--- config.mk ---
export PLATFORM = sky130hd
export DESIGN_NAME = ddr4_cmd_arbiter_flat
export DESIGN_NICKNAME = d
export VERILOG_FILES = /design/src/rtl/ddr4_cmd_arbiter_if.sv /design/src/rtl/ddr4_cmd_arbiter.sv /design/src/flat_wrapper.sv
export SDC_FILE = /design/constraint.sdc
export NUM_CORES = 1
export LEC_CHECK = 0
export ABC_AREA = 1
export BUFFER_PORTS_ARGS = -buffer_cell sky130_fd_sc_hd__clkbuf_2
export CORE_MARGIN = 2
export CORE_UTILIZATION = 40
export CTS_CLUSTER_SIZE = 30
export DETAILED_ROUTE_END_ITERATION = 16
export PLACE_DENSITY = 0.61
export SETUP_SLACK_MARGIN = 0.4
export SLEW_MARGIN = 10
export SYNTH_ARGS = -nofsm -noshare
export SYNTH_HDL_FRONTEND = slang
export SYNTH_SLANG_ARGS = --single-unit
--- constraint.sdc ---
create_clock -name clk -period 2.4 [get_ports clk]
set_input_delay 0.6 -clock clk [delete_from_list [all_inputs] [get_ports clk]]
set_output_delay 0.6 -clock clk [all_outputs]
set_load 0.03 [all_outputs]
--- src/rtl/ddr4_cmd_arbiter_if.sv ---
// Bundle of requester, refresh and command-channel signals for ddr4_cmd_arbiter.
// slave = arbiter side, master = the environment driving requests and accepting commands.
interface ddr4_cmd_arbiter_if #(
  parameter int ROW_WIDTH  = 12,
  parameter int BANK_WIDTH = 2,
  parameter int COL_WIDTH  = 3
);
  localparam int ADDR_WIDTH = ROW_WIDTH + BANK_WIDTH + COL_WIDTH;

  logic                  req0_valid;
  logic                  req0_write;
  logic [ADDR_WIDTH-1:0] req0_addr;
  logic                  req0_ready;
  logic                  req1_valid;
  logic                  req1_write;
  logic [ADDR_WIDTH-1:0] req1_addr;
  logic                  req1_ready;
  logic                  ref_req;
  logic                  ref_ack;
  logic                  cmd_valid;
  logic                  cmd_ready;
  logic [2:0]            cmd_type;
  logic [BANK_WIDTH-1:0] cmd_bank;
  logic [ROW_WIDTH-1:0]  cmd_row;
  logic [COL_WIDTH-1:0]  cmd_col;
  logic                  cmd_src;
  logic                  busy;
  logic [3:0]            dbg_state;

  modport slave (
    input  req0_valid, req0_write, req0_addr,
    input  req1_valid, req1_write, req1_addr,
    input  ref_req, cmd_ready,
    output req0_ready, req1_ready, ref_ack,
    output cmd_valid, cmd_type, cmd_bank, cmd_row, cmd_col, cmd_src,
    output busy, dbg_state
  );

  modport master (
    output req0_valid, req0_write, req0_addr,
    output req1_valid, req1_write, req1_addr,
    output ref_req, cmd_ready,
    input  req0_ready, req1_ready, ref_ack,
    input  cmd_valid, cmd_type, cmd_bank, cmd_row, cmd_col, cmd_src,
    input  busy, dbg_state
  );
endinterface

--- src/rtl/ddr4_cmd_arbiter.sv ---
// Two-requester DDR4 command arbiter: round-robin grant, open-page row tracking,
// PRE/ACT/RD/WR sequencing with tRP/tRCD spacing, and PREA+REF refresh handling.
module ddr4_cmd_arbiter #(
  parameter int ROW_WIDTH  = 12,
  parameter int BANK_WIDTH = 2,
  parameter int COL_WIDTH  = 3,
  parameter int T_RCD      = 4,
  parameter int T_RP       = 4,
  parameter int T_RFC      = 16
) (
  input  logic                clk,
  input  logic                reset,
  ddr4_cmd_arbiter_if.slave   bus
);
  localparam int ADDR_WIDTH = ROW_WIDTH + BANK_WIDTH + COL_WIDTH;
  localparam int NUM_BANKS  = 1 << BANK_WIDTH;

  localparam logic [2:0] CMD_ACT  = 3'd1;
  localparam logic [2:0] CMD_RD   = 3'd2;
  localparam logic [2:0] CMD_WR   = 3'd3;
  localparam logic [2:0] CMD_PRE  = 3'd4;
  localparam logic [2:0] CMD_PREA = 3'd5;
  localparam logic [2:0] CMD_REF  = 3'd6;

  // Wait states exit when the counter reaches 1, so loading T-1 puts the next
  // command exactly T cycles after the handshake cycle.
  localparam logic [7:0] RP_LOAD  = 8'(T_RP - 1);
  localparam logic [7:0] RCD_LOAD = 8'(T_RCD - 1);
  localparam logic [7:0] RFC_LOAD = 8'(T_RFC);

  typedef enum logic [3:0] {
    S_ARB, S_PRE, S_PRE_WAIT, S_ACT, S_ACT_WAIT,
    S_RW, S_PREA, S_PREA_WAIT, S_REF, S_REF_WAIT
  } state_e;

  state_e                state_q, state_d;
  logic [7:0]            cnt_q, cnt_d;
  logic [ADDR_WIDTH-1:0] addr_q, addr_d;
  logic                  write_q, write_d;
  logic                  src_q, src_d;
  logic                  last_q, last_d;
  logic [NUM_BANKS-1:0]  open_q, open_d;
  logic [ROW_WIDTH-1:0]  row_q [NUM_BANKS];
  logic [ROW_WIDTH-1:0]  row_d [NUM_BANKS];

  logic                  gnt_any, gnt_src;
  logic [ADDR_WIDTH-1:0] sel_addr;
  logic [ROW_WIDTH-1:0]  sel_row, a_row;
  logic [BANK_WIDTH-1:0] sel_bank, a_bank;
  logic [COL_WIDTH-1:0]  a_col;

  // Handshake: a command transfers in the cycle cmd_valid && cmd_ready; while
  // cmd_ready is low, cmd_valid and every cmd_* field hold and no table update occurs.
  // A request transfers in the cycle reqN_valid && reqN_ready.
  always_comb begin
    gnt_any = bus.req0_valid | bus.req1_valid;
    if (bus.req0_valid && bus.req1_valid) gnt_src = ~last_q;
    else                                  gnt_src = bus.req1_valid;
    sel_addr = gnt_src ? bus.req1_addr : bus.req0_addr;
    sel_row  = sel_addr[ADDR_WIDTH-1 -: ROW_WIDTH];
    sel_bank = sel_addr[COL_WIDTH +: BANK_WIDTH];
    a_row    = addr_q[ADDR_WIDTH-1 -: ROW_WIDTH];
    a_bank   = addr_q[COL_WIDTH +: BANK_WIDTH];
    a_col    = addr_q[COL_WIDTH-1:0];
  end

  always_comb begin
    state_d = state_q;
    cnt_d   = cnt_q;
    addr_d  = addr_q;
    write_d = write_q;
    src_d   = src_q;
    last_d  = last_q;
    open_d  = open_q;
    row_d   = row_q;
    bus.req0_ready = 1'b0;
    bus.req1_ready = 1'b0;
    bus.ref_ack    = 1'b0;
    bus.cmd_valid  = 1'b0;
    bus.cmd_type   = 3'd0;
    bus.cmd_bank   = '0;
    bus.cmd_row    = '0;
    bus.cmd_col    = '0;
    bus.cmd_src    = 1'b0;

    case (state_q)
      S_ARB: begin
        if (bus.ref_req) begin
          state_d = (|open_q) ? S_PREA : S_REF;
        end else if (gnt_any) begin
          bus.req0_ready = ~gnt_src;
          bus.req1_ready = gnt_src;
          addr_d  = sel_addr;
          write_d = gnt_src ? bus.req1_write : bus.req0_write;
          src_d   = gnt_src;
          last_d  = gnt_src;
          if (open_q[sel_bank] && row_q[sel_bank] == sel_row) state_d = S_RW;
          else if (open_q[sel_bank])                          state_d = S_PRE;
          else                                                state_d = S_ACT;
        end
      end
      S_PRE: begin
        bus.cmd_valid = 1'b1;
        bus.cmd_type  = CMD_PRE;
        bus.cmd_bank  = a_bank;
        bus.cmd_src   = src_q;
        if (bus.cmd_ready) begin
          open_d[a_bank] = 1'b0;
          cnt_d   = RP_LOAD;
          state_d = S_PRE_WAIT;
        end
      end
      S_PRE_WAIT: begin
        if (cnt_q <= 8'd1) state_d = S_ACT;
        else               cnt_d   = cnt_q - 8'd1;
      end
      S_ACT: begin
        bus.cmd_valid = 1'b1;
        bus.cmd_type  = CMD_ACT;
        bus.cmd_bank  = a_bank;
        bus.cmd_row   = a_row;
        bus.cmd_src   = src_q;
        if (bus.cmd_ready) begin
          open_d[a_bank] = 1'b1;
          row_d[a_bank]  = a_row;
          cnt_d   = RCD_LOAD;
          state_d = S_ACT_WAIT;
        end
      end
      S_ACT_WAIT: begin
        if (cnt_q <= 8'd1) state_d = S_RW;
        else               cnt_d   = cnt_q - 8'd1;
      end
      S_RW: begin
        bus.cmd_valid = 1'b1;
        bus.cmd_type  = write_q ? CMD_WR : CMD_RD;
        bus.cmd_bank  = a_bank;
        bus.cmd_col   = a_col;
        bus.cmd_src   = src_q;
        if (bus.cmd_ready) state_d = S_ARB;
      end
      S_PREA: begin
        bus.cmd_valid = 1'b1;
        bus.cmd_type  = CMD_PREA;
        if (bus.cmd_ready) begin
          open_d  = '0;
          cnt_d   = RP_LOAD;
          state_d = S_PREA_WAIT;
        end
      end
      S_PREA_WAIT: begin
        if (cnt_q <= 8'd1) state_d = S_REF;
        else               cnt_d   = cnt_q - 8'd1;
      end
      S_REF: begin
        bus.cmd_valid = 1'b1;
        bus.cmd_type  = CMD_REF;
        if (bus.cmd_ready) begin
          bus.ref_ack = 1'b1;
          cnt_d   = RFC_LOAD;
          state_d = S_REF_WAIT;
        end
      end
      S_REF_WAIT: begin
        if (cnt_q <= 8'd1) state_d = S_ARB;
        else               cnt_d   = cnt_q - 8'd1;
      end
      default: state_d = S_ARB;
    endcase
  end

  assign bus.busy      = (state_q != S_ARB);
  assign bus.dbg_state = state_q;

  always_ff @(posedge clk) begin
    if (reset) begin
      state_q <= S_ARB;
      cnt_q   <= '0;
      addr_q  <= '0;
      write_q <= 1'b0;
      src_q   <= 1'b0;
      last_q  <= 1'b1;
      open_q  <= '0;
      for (int i = 0; i < NUM_BANKS; i++) row_q[i] <= '0;
    end else begin
      state_q <= state_d;
      cnt_q   <= cnt_d;
      addr_q  <= addr_d;
      write_q <= write_d;
      src_q   <= src_d;
      last_q  <= last_d;
      open_q  <= open_d;
      row_q   <= row_d;
    end
  end
endmodule

--- src/flat_wrapper.sv ---
// flat-port wrapper written by rule: the top's interface ports become plain ports
module ddr4_cmd_arbiter_flat 
#(
  parameter int ROW_WIDTH  = 12,
  parameter int BANK_WIDTH = 2,
  parameter int COL_WIDTH  = 3,
  parameter int T_RCD      = 4,
  parameter int T_RP       = 4,
  parameter int T_RFC      = 16
)
  (clk, reset, bus_req0_valid, bus_req0_write, bus_req0_addr, bus_req1_valid, bus_req1_write, bus_req1_addr, bus_ref_req, bus_cmd_ready, bus_req0_ready, bus_req1_ready, bus_ref_ack, bus_cmd_valid, bus_cmd_type, bus_cmd_bank, bus_cmd_row, bus_cmd_col, bus_cmd_src, bus_busy, bus_dbg_state);
  ddr4_cmd_arbiter_if #(.ROW_WIDTH(ROW_WIDTH), .BANK_WIDTH(BANK_WIDTH), .COL_WIDTH(COL_WIDTH)) bus_i ();
  input  logic clk;
  input  logic reset;
  input wire logic [$bits(bus_i.req0_valid)-1:0] bus_req0_valid;
  input wire logic [$bits(bus_i.req0_write)-1:0] bus_req0_write;
  input wire logic [$bits(bus_i.req0_addr)-1:0] bus_req0_addr;
  input wire logic [$bits(bus_i.req1_valid)-1:0] bus_req1_valid;
  input wire logic [$bits(bus_i.req1_write)-1:0] bus_req1_write;
  input wire logic [$bits(bus_i.req1_addr)-1:0] bus_req1_addr;
  input wire logic [$bits(bus_i.ref_req)-1:0] bus_ref_req;
  input wire logic [$bits(bus_i.cmd_ready)-1:0] bus_cmd_ready;
  output wire logic [$bits(bus_i.req0_ready)-1:0] bus_req0_ready;
  output wire logic [$bits(bus_i.req1_ready)-1:0] bus_req1_ready;
  output wire logic [$bits(bus_i.ref_ack)-1:0] bus_ref_ack;
  output wire logic [$bits(bus_i.cmd_valid)-1:0] bus_cmd_valid;
  output wire logic [$bits(bus_i.cmd_type)-1:0] bus_cmd_type;
  output wire logic [$bits(bus_i.cmd_bank)-1:0] bus_cmd_bank;
  output wire logic [$bits(bus_i.cmd_row)-1:0] bus_cmd_row;
  output wire logic [$bits(bus_i.cmd_col)-1:0] bus_cmd_col;
  output wire logic [$bits(bus_i.cmd_src)-1:0] bus_cmd_src;
  output wire logic [$bits(bus_i.busy)-1:0] bus_busy;
  output wire logic [$bits(bus_i.dbg_state)-1:0] bus_dbg_state;
  assign bus_i.req0_valid = bus_req0_valid;
  assign bus_i.req0_write = bus_req0_write;
  assign bus_i.req0_addr = bus_req0_addr;
  assign bus_i.req1_valid = bus_req1_valid;
  assign bus_i.req1_write = bus_req1_write;
  assign bus_i.req1_addr = bus_req1_addr;
  assign bus_i.ref_req = bus_ref_req;
  assign bus_i.cmd_ready = bus_cmd_ready;
  assign bus_req0_ready = bus_i.req0_ready;
  assign bus_req1_ready = bus_i.req1_ready;
  assign bus_ref_ack = bus_i.ref_ack;
  assign bus_cmd_valid = bus_i.cmd_valid;
  assign bus_cmd_type = bus_i.cmd_type;
  assign bus_cmd_bank = bus_i.cmd_bank;
  assign bus_cmd_row = bus_i.cmd_row;
  assign bus_cmd_col = bus_i.cmd_col;
  assign bus_cmd_src = bus_i.cmd_src;
  assign bus_busy = bus_i.busy;
  assign bus_dbg_state = bus_i.dbg_state;
  ddr4_cmd_arbiter #(.ROW_WIDTH(ROW_WIDTH), .BANK_WIDTH(BANK_WIDTH), .COL_WIDTH(COL_WIDTH), .T_RCD(T_RCD), .T_RP(T_RP), .T_RFC(T_RFC)) u_core (.clk(clk), .reset(reset), .bus(bus_i));
endmodule
# --- Word level (Yosys, flattened, before mapping) ---
# Index checks and enable logic that the tools add are counted.
word_totals:
  regBits: 84
  out_inout_bits: 30
op_classes:
  n_reduce_logical: 18
  add_sub_neg: 1
  n_lt_le_gt_ge: 7
  bitwise_logic: 9
  n_eq_ne: 22
  n_mux: 50
ops:
  columns: ["op", "count"]
  rows:
  - ["2-to-1 mux 4 bit", 15]
  - ["bitwise mux 48 bit", 1]
  - ["2-to-1 mux 12 bit", 4]
  - ["case mux 4 bit (10 select lines)", 1]
  - ["binary-select mux 12 bit (select 2 bit)", 1]
  - ["demux 12 bit (select 2 bit)", 1]
  - ["2-to-1 mux 8 bit", 3]
  - ["case mux 8 bit (3 select lines)", 1]
  - ["2-to-1 mux 17 bit", 1]
  - ["equality test 4 x 3 -> 1 bit (second input constant)", 4]
  - ["2-to-1 mux 1 bit", 15]
  - ["case mux 3 bit (5 select lines)", 1]
  - ["equality test 12 bit", 1]
  - ["!= test 2 bit (second input constant)", 6]
  - ["case mux 4 bit (3 select lines)", 1]
  - ["!= test 2 x 1 -> 1 bit (second input constant)", 5]
  - ["AND reduction 10 bit", 1]
  - ["equality test 4 x 2 -> 1 bit (second input constant)", 2]
  - ["equality test 4 bit (second input constant)", 2]
  - ["less-or-equal comparator 8 x 1 -> 1 bit (second input constant)", 1]
  - ["AND reduction 4 bit", 2]
  - ["OR reduction 4 bit", 2]
  - ["subtractor 8 x 1 -> 8 bit (second input constant)", 1]
  - [">= comparator 3 bit (second input constant)", 2]
  - ["23 further kinds", 33]

# --- Depth between registers and ports, before layout ---
logic_depth:
  depth_word: 13
  mapped_depth: 20

# --- Worst setup path before layout ---
# OpenSTA, ideal clock, no wires.
synth_path:
  path_type: "flip-flop to output port"
  start: "reg u_core.state_q[1] (netlist: u_core.bus.dbg_state[1])"
  end: "out bus_req0_ready"
  slack_ns: 0.036
  path_stages_with_launch: 10
  required_time_ns: 1.800
  n_path_buf: 0
  t_arrival_ns: 1.764
  cell_sequence: "dfxtp_1 > nor2_1 > inv_1 > nor2_1 > inv_1 > nor2_1 > inv_1 > a21oi_1 > inv_1 > a21oi_2"
synth_between:
  elab_chain_cells: 2
synth_rtl:
  columns: ["element", "line_no", "text"]
  rows:
  - ["from (decl)", "ddr4_cmd_arbiter.sv:36", "state_e state_q, state_d;"]
  - ["from (signal assigned)", "ddr4_cmd_arbiter.sv:186", "state_q <= state_d;"]
  - ["logical NOT 4 bit", "ddr4_cmd_arbiter.sv:86", "case (state_q)"]
  - ["2-to-1 mux 1 bit", "ddr4_cmd_arbiter.sv:86", null]
  - ["to (decl)", "flat_wrapper.sv:23", "output wire logic [$bits(bus_i.req0_ready)-1:0] bus_req0_ready;"]
# No other way between the ends.

# --- Worst setup path after layout ---
layout_path:
  start: "reg u_core.state_q[0] (netlist: u_core.bus.dbg_state[0])"
  end: "out bus_cmd_valid"
layout_between:
  elab_chain_cells: 3
  elab_cells_between_ends: 7
layout_rtl:
  columns: ["element", "line_no", "text"]
  rows:
  - ["equality test 4 x 1 -> 1 bit, or another cell as far along", "ddr4_cmd_arbiter.sv:86", null]
  - ["OR reduction 5 bit (no source line) (*)", null, null]
  - ["2-to-1 mux 1 bit (*)", "ddr4_cmd_arbiter.sv:86", null]
  - ["to (decl)", "flat_wrapper.sv:26", "output wire logic [$bits(bus_i.cmd_valid)-1:0] bus_cmd_valid;"]
# Mark *: on every way between the ends. The rest lies on a longest branch, timed or not.

==> flow_summary.toml <==
[power_and_ir_drop]
leakagePower_nw = 3.04
ir_worst_vdd_v = 0.000802
p_per_area_mw_per_mm2 = 927

[floorplan]
die_x_um = 111
die_h_um = 111
coreArea_mm2 = 0.0113
ios = 72
die_area_mm2 = 0.0124
start_util_pct = 40.6
fp-row-count = 39

[route]
vias = 5137
ant_nets = 0
drc_errors = 0
via_per_inst = 5.19
first_iter_violations = 377
wire_per_inst_um = 15.3
drtPass1Iterations = 7
totalWireLength_um = 15200

[cts]
cts_max_level = 3
cts_root_buf = "clkbuf_16"
numCtsBuffers = 9
clkTransAtPathRegs_ps = 60
clkLatencyLatePin_ps = 350
cts_tree = "yes"
cts_sinks = 84
hold_buffers = 0
clock_path_buffers = 2

[setup_path]
arrival_ps = 1650
cpMaxStageDelayCell = "dfxtp_4"
critPathCaptureType = "output port"
cp_slowest_stage_delay_ps = 380
worstPathRequired_ps = 1800
crit_top_cell = "inv_2"
path_buf_inv = 4
critPathTopFamily = "simple AND/OR/NAND/NOR gates"
path_cells = "nor2_4, inv_2, buf_4, nor3_4, inv_2, nand2_4, or3_4, buf_8"
crit_fanout = 4
critPathKind = "reg2out"
critPathLaunchType = "flip-flop"
r2r_setup_slack_ps = 320

[run_status]
run_status = "finished, final reports clean"

[global_routing]
overflow = 0
global_route.usage.met1_pct = 27.6
busiest_layer = "met2"
grt_max_degree = 68
grt_util_all_layers_pct = 24.2
first_global_vias = 5139
antenna_found_initial = 0
use_met2_pct = 42.6
use_met3_pct = 5.41
grt_pass1_wl_um = 24200

[place]
numPlacedInstances = 932
hpwl_um = 9740
placement.io_buffers = 71
gp_congestion = 0.866

[sta]
hold_violations = 0
slew_headroom_pct = 74.9
setup_viol = 0
rsz0062_at_grt = "yes"
tightest_slew_ps = 377
clock.fmax_ghz = 0.444
period_share_pct = 93.8
min_period_ps = 2250
skew_ps = 7.59
slew_viol_final = 0
setup_tns_ps = 0

[final_layout]
layout_common_cells = "143 x nand2_1, 90 x inv_1, 79 x dfxtp_1"
drive_gt1_share_pct = 31.2
final_common_cell = "nand2_1"
antennaDiodeCount = 0
area_growth_pct = 49.0
fin_nets = 886
final_cells = 990

[synthesis]
ys_seq_area_share_pct = 36.6
synth_area_mm2 = 0.00460
synth_area_per_cell_um2 = 6.46
synth_edf_count = 0
synth_flop_cell = "dfxtp_1"
syn_nets = 756
netlist_instances = 712
yosysUniqueCellTypes = 35
async_flop_share_pct = 0
ys_ff_latch = 84
yosysWarnings = 0

[worst_hold_path]
min_path_type = "reg2reg"

[flow_run]
cap_violations = 0
## final timing paths
kind,start,to,cells past startpoint
worst max register to register,u_core.bus.dbg_state[0],u_core.cnt_q[5],14
worst min-delay path,u_core.src_q,u_core.src_q,2
worst max-delay path,u_core.bus.dbg_state[0],bus_cmd_valid,8
worst min register to register,u_core.src_q,u_core.src_q,2
## worst register-to-register path, stage by stage (launching register included)
cell and delay [ps]:
dfxtp_4 360, nor2_4 110, inv_2 50, buf_4 140, nor3_4 170, buf_4 150, buf_6 90, nor2_2 40
nand2_1 80, o21ai_2 70, nor2_4 150, nand3_4 100, or2_4 250, o21ai_2 120, a21oi_1 70
## logic make-up after synthesis
logic type	synth area share (%)
buffers and inverters	12.1
and+or+nand+nor	30.3
xor gates and xnor gates	0.381
DFF	36.6
adders and majority gates	0.544
AOI/OAI and AO/OA	20.2
## flip-flops by register name, summed over array words and instances, names as in the netlist
signal / count
u_core.last_q: 1
u_core.open_q: 4
u_core.row_q: 48
u_core.addr_q: 17
u_core.src_q: 1
u_core.write_q: 1
u_core.cnt_q: 8
u_core.bus.dbg_state: 4
## per-layer routing
| metal | up-vias | part of all wire, % |
|---|---|---|
| met4 | 0 | 3.6 |
| met3 | 36 | 5.0 |
| li1 | 2572 | - |
| met5 | - | 0 |
| met1 | 2381 | 41 |
| met2 | 148 | 51 |
## what timing repair did
| item | 4_1_cts | 5_1_grt |
|---|---|---|
| resized for setup | 102 | 82 |
| gates cloned | 2 | 5 |
| setup endpoints to repair | 31 | 36 |
| pin swaps | 14 | 30 |
| buffers inserted | 26 | 9 |
## metrics by stage
step	utilization (%)	area (µm²)	hold WS, ps	setup slack [ps]	total power [mW]
after detailed placement	48.3	5470	468	-29.7	3.82
after CTS	56.8	6430	477	107	5.98
after global routing	60.5	6850	499	83.4	6.71
after floorplan	-	4740	440	339	3.20
after global placement	48.3	5470	462	15.7	3.80
final	60.5	6850	479	149	6.35
## power breakdown
part	total, mW	switching [mW]	internal, mW
clock network	1.56	0.564	0.993
registers	1.74	0.152	1.59
logic	3.06	1.79	1.27
## area by class of cell
class,count,area (µm²)
clock buffers,12,267
well taps,143,179
flip-flops and latches,84,1700
multi-input cells,493,2820
clock inverters,4,70.1
inverters,104,413
repair buffers,150,1410
fillers,1000,4470
## synth_stat cells, types with 4 or more instances
library cell | instances | area, µm²
nand3_1 | 77 | 385
dfxtp_1 | 84 | 1680
clkbuf_1 | 14 | 52.6
nor2_2 | 4 | 25.0
inv_1 | 101 | 379
o21ai_1 | 4 | 20.0
o21ai_0 | 83 | 415
a211oi_1 | 4 | 30.0
a21oi_1 | 75 | 375
nand2_1 | 152 | 571
buf_2 | 14 | 70.1
nor2_1 | 54 | 203
nand2_4 | 4 | 45.0
a31oi_1 | 5 | 31.3
No activity file was read; power rests on OpenSTA's default activity.
